[src/rtl/nabp_image_ram_writer.sv]
// Image-RAM writer: buffers PE pixel values in a small FIFO and streams them to the
// image RAM at consecutive raster addresses, honouring ir_enable back-pressure.
module nabp_image_ram_writer #(
   parameter int ADDR_W     = 12,
   parameter int DATA_W     = 8,
   parameter int IMG_W      = 64,
   parameter int IMG_H      = 64,
   parameter int FIFO_DEPTH = 4
) (
   input  logic              clk,
   input  logic              reset_n,
   input  logic              start,
   output logic              busy,
   input  logic              pe_valid,
   input  logic [DATA_W-1:0] pe_val,
   output logic              pe_ready,
   output logic              ir_kick,
   output logic [ADDR_W-1:0] ir_addr,
   output logic [DATA_W-1:0] ir_val,
   output logic              ir_done,
   input  logic              ir_enable
);

   localparam int LP_CW = ADDR_W + 1;
   localparam int LP_PW = $clog2(FIFO_DEPTH);
   localparam logic [LP_CW-1:0] LP_NPIX = LP_CW'(IMG_W * IMG_H);
   localparam logic [LP_CW-1:0] LP_LAST = LP_CW'(IMG_W * IMG_H - 1);

   typedef enum logic [1:0] {
      S_IDLE,
      S_STREAM,
      S_DONE
   } state_t;

   state_t            r_state;
   state_t            w_state_nxt;
   logic [DATA_W-1:0] r_mem [FIFO_DEPTH];
   logic [LP_PW:0]    r_wptr;
   logic [LP_PW:0]    r_rptr;
   logic [LP_CW-1:0]  r_addr;
   logic [LP_CW-1:0]  r_acc;
   logic              w_empty;
   logic              w_full;
   logic              w_push;
   logic              w_pop;
   logic              w_start;
   logic              w_clear;

   // Pointers carry one extra wrap bit so full and empty are distinguishable.
   assign w_empty = (r_wptr == r_rptr);
   assign w_full  = (r_wptr[LP_PW] != r_rptr[LP_PW]) &&
                    (r_wptr[LP_PW-1:0] == r_rptr[LP_PW-1:0]);

   always_ff @(posedge clk or negedge reset_n) begin
      if (!reset_n) begin
         r_state <= S_IDLE;
      end else begin
         r_state <= w_state_nxt;
      end
   end

   always_comb begin
      w_state_nxt = r_state;
      busy        = 1'b0;
      pe_ready    = 1'b0;
      ir_kick     = 1'b0;
      ir_done     = 1'b0;
      case (r_state)
         S_IDLE: begin
            if (start) begin
               w_state_nxt = S_STREAM;
            end
         end
         S_STREAM: begin
            busy     = 1'b1;
            pe_ready = !w_full && (r_acc < LP_NPIX);
            ir_kick  = !w_empty;
            if (!w_empty && ir_enable && (r_addr == LP_LAST)) begin
               w_state_nxt = S_DONE;
            end
         end
         S_DONE: begin
            busy        = 1'b1;
            ir_done     = 1'b1;
            w_state_nxt = S_IDLE;
         end
         default: begin
            w_state_nxt = S_IDLE;
         end
      endcase
   end

   assign w_push  = pe_valid & pe_ready;
   assign w_pop   = ir_kick & ir_enable;
   assign w_start = (r_state == S_IDLE) & start;
   assign w_clear = w_start | (r_state == S_DONE);

   assign ir_addr = r_addr[ADDR_W-1:0];
   assign ir_val  = ir_kick ? r_mem[r_rptr[LP_PW-1:0]] : '0;

   always_ff @(posedge clk or negedge reset_n) begin
      if (!reset_n) begin
         r_wptr <= '0;
         r_rptr <= '0;
         r_addr <= '0;
         r_acc  <= '0;
      end else if (w_clear) begin
         r_wptr <= '0;
         r_rptr <= '0;
         r_addr <= '0;
         r_acc  <= '0;
      end else begin
         if (w_push) begin
            r_wptr <= r_wptr + 1'b1;
            r_acc  <= r_acc + 1'b1;
         end
         if (w_pop) begin
            r_rptr <= r_rptr + 1'b1;
            r_addr <= r_addr + 1'b1;
         end
      end
   end

   always_ff @(posedge clk) begin
      if (w_push) begin
         r_mem[r_wptr[LP_PW-1:0]] <= pe_val;
      end
   end

endmodule

[config.mk]
export PLATFORM = sky130hd
export DESIGN_NAME = nabp_image_ram_writer
export DESIGN_NICKNAME = d
export VERILOG_FILES = /design/src/rtl/nabp_image_ram_writer.sv
export SDC_FILE = /design/constraint.sdc
export NUM_CORES = 1
export LEC_CHECK = 0
export CAP_MARGIN = 10
export CORE_MARGIN = 1.5
export CORE_UTILIZATION = 25
export DETAILED_ROUTE_END_ITERATION = 12
export GPL_ROUTABILITY_DRIVEN = 0
export PLACE_DENSITY = 0.43
export REMOVE_ABC_BUFFERS = 1
export SYNTH_ARGS = -nofsm -noshare
export SYNTH_HDL_FRONTEND = slang
export SYNTH_SLANG_ARGS = --single-unit
[constraint.sdc]
create_clock -name clk -period 2.5 [get_ports clk]
set_clock_uncertainty 0.05 [all_clocks]
set_input_delay 0.375 -clock clk [delete_from_list [all_inputs] [get_ports clk]]
set_output_delay 0.375 -clock clk [all_outputs]
set_load 0.02 [all_outputs]
==> out/qor.csv <==
metric,value,unit
ant_nets,0,
p_leak,1.611,nW
max-cap-violations,0,
antenna_found_initial,0,
root_buffer,clkbuf_16,
setup_tns,0,ns
dp_cells,490,
rsz0062_at_grt,no,
required,2.08,ns
post-route-min-period,2.302,ns
stdcell_count,506,
ys_seq_area_share,53.71,%
r2r-start,r_state[1],
critPathKind,reg -> out,
netlist.area_leader.share,28.49,%
netlist_instances,281,
yosys_register_bits,66,
synth.largest_area_cell,edfxtp_1,
dieHeight,119.2,microns
synth_compound_area_share,12.43,%
finalNetCount,350,
muxShareOfSynthArea,5.341,%
grt_pass1_wl,12.78,mm
finalHoldViolCount,0,
start_kind,flop,
ys_types,38,
grt-ovfl-total,0,
first_global_vias,2420,
design_area,4299,sq um
grt_max_degree,35,
cts_buffer_depth,2,
fin_crit_sh,92.10,%
layout_setup_ws,0.1976,ns
critical_path.cell_chain,buf_12 > mux4_2 > nor2b_1 > dlygate4sd2_1,
drv_slew,0,
setup_viol,0,
reg2reg_to,r_acc[5],
r2r_slack,0.28,ns
crit_family,multiplexers,
cts_buffers,9,
dp_hpwl,4.974,mm
synth_fa_ha_area_share,4.451,%
die_w,119.2,microns
vdd_drop_max,0.0004114,V
drt-initial-drc-count,116,
synthTopCellsByArea,"edfxtp_1, dfrtp_1, mux4_2",
portBuffers,36,
clock_latency,0.33,ns
track_usage,11.63,%
synth_xor_area_share,3.190,%
num_vias,2345,
syn_avg_cell_area,12.00,sq um
crit_arrival,1.88,ns
vias_per_cell,4.634,
synth_top_family_by_area,simple AND/OR/NAND/NOR gates,
wirelength,7.539,mm
initial_utilization,25.57,%
wl_per_cell,14.90,microns
ys_warn_count,0,
crit_path_end_kind,output pin,
dieArea,14200,sq um
cpPeakStageDelay,0.54,ns
synth-main-ff-cell,dfrtp_1,
rows,42,
crit_slowest_cell,mux4_2,
syn2layout_area_growth,27.45,%
drive_gt1_share,16.36,%
dp_slack,0.1368,ns
dpl_cell_area,3975,sq um
synth_edf_count,32,
tightest_slew,0.5658,ns
cp_num_buf_inv,2,
fmax,434.3,MHz
io_pins,37,
cp_max_fo,11,
clk_pin_slew,0.06,ns
cts_tree,built,
max-slew-margin-rel,62.08,%
drt_pass1_iterations,4,
pwr_density_cell,910.1,nW/um^2
status,"finished, final reports clean",
core,13190,sq um
cts.sinks,66,
drc,0,
async_flop_share,51.52,%
synth.cell_area,3373,sq um
htree_levels,3,
antenna_cells,0,
yosys.area_share.simple,15.36,%
r2r_cells,6,
hold_class,in -> async,
postCtsSetupRepairBufs,0,
timing.hold.ws,0.4258,ns
[cell usage in the layout, fill, tap and decap left out, types with 3 or more instances in the layout]
master           synthesis  layout
a21oi_1                 25      25
and2_1                   4       4
buf_4                   14      18
clkbuf_16                0       9
clkdlybuf4s50_1          0      26
clkinv_4                 0       4
dfrtp_1                 34      33
dlygate4sd2_1            0       8
edfxtp_1                32      32
ha_1                    12      11
inv_1                   12      12
mux4_2                   8       8
nand2_1                 19      19
nand2b_1                 4       4
nand3_1                 11      11
nand4_1                  5       5
nor2_1                   5       5
nor2b_1                 10      10
o21a_1                   3       3
o21ai_0                  9       9
o311ai_0                 4       4
o31ai_1                 12      12
or3_1                    9       9
or4_1                   15      15
xnor2_1                  3       3
[worst max-delay path by stage]
stage	start	to	slack [ns]	cells after the start
after CTS	r_wptr[1]	ir_kick	0.003	5
final	r_rptr[0]	ir_val[3]	0.20	4
after global placement	r_state[1]	ir_val[2]	0.21	6
after global routing	r_rptr[0]	ir_val[5]	0.08	6
after floorplan	r_rptr[0]	ir_kick	0.33	3
after detailed placement	r_state[1]	ir_val[2]	0.14	6
[area by class of cell]
class	count	area [sq um]
fillers	1341	8891
flip-flops and latches	66	1813
multi-input cells	180	1395
repair buffers	56	521.8
clock buffers	9	225.2
well taps	176	220.2
clock inverters	7	78.83
inverters	12	45.04
[Yosys cell counts, types with 3 or more instances]
cell type,n
nand3_1,11
nand4_1,5
xor2_1,3
nor2_1,5
o21a_1,3
o31ai_1,12
mux4_2,8
and2_1,4
edfxtp_1,32
clkbuf_1,6
inv_1,12
ha_1,12
buf_4,14
a21oi_1,25
o21ai_0,9
nand2b_1,4
nand2_1,19
dfrtp_1,34
o311ai_0,4
xnor2_1,3
or4_1,15
or3_1,9
nor2b_1,10
[kinds of logic (layout without fill, tap and decap cells)]
group | after synthesis | in the layout
AOI/OAI and AO/OA | 61 | 61
and+or+nand+nor | 91 | 91
buffers and inverters | 35 | 84
adders and majority gates | 12 | 12
DFF | 66 | 66
muxes | 8 | 8
xor gates and xnor gates | 8 | 8
[timing repair]
action | 4_1_cts | 5_1_grt
pin swaps | 0 | 0
endpoints found under the setup margin | 10 | 2
hold buffers | 0 | 0
gates resized for setup | 12 | 3
[layer usage]
| metal | routed length [microns] | share of wire (%) | track usage, % | up-vias |
|---|---|---|---|---|
| met1 | 3504 | 46 | 15.25 | 1146 |
| li1 | - | - | - | 1143 |
| met4 | 65 | 0.86 | 3.539 | 0 |
| met2 | 3682 | 49 | 18.68 | 52 |
| met3 | 285 | 3.8 | 3.257 | 4 |
| met5 | 0 | 0 | 0 | - |
[stage by stage]
stage | total power [W] | utilization (%)
global placement | 0.002665 | 30.14
CTS | 0.003984 | 32.55
detailed placement | 0.002671 | 30.14
floorplan | 0.002094 | -
global route | 0.004152 | 32.59
finish | 0.003913 | 32.59
[flip-flops by register name (all words and copies together), names as in the netlist]
register,flops
r_mem,32
r_wptr,3
r_state,2
r_acc,13
r_rptr,3
r_addr,13
[report_power, final]
part           total (W)  switching, W  internal, W
combinational    0.00131      0.000756     0.000556
clock            0.00128      0.000499     0.000780
sequential       0.00132     0.0000810      0.00124
total            0.00391       0.00134      0.00258
(Power assumes the default switching activity.)
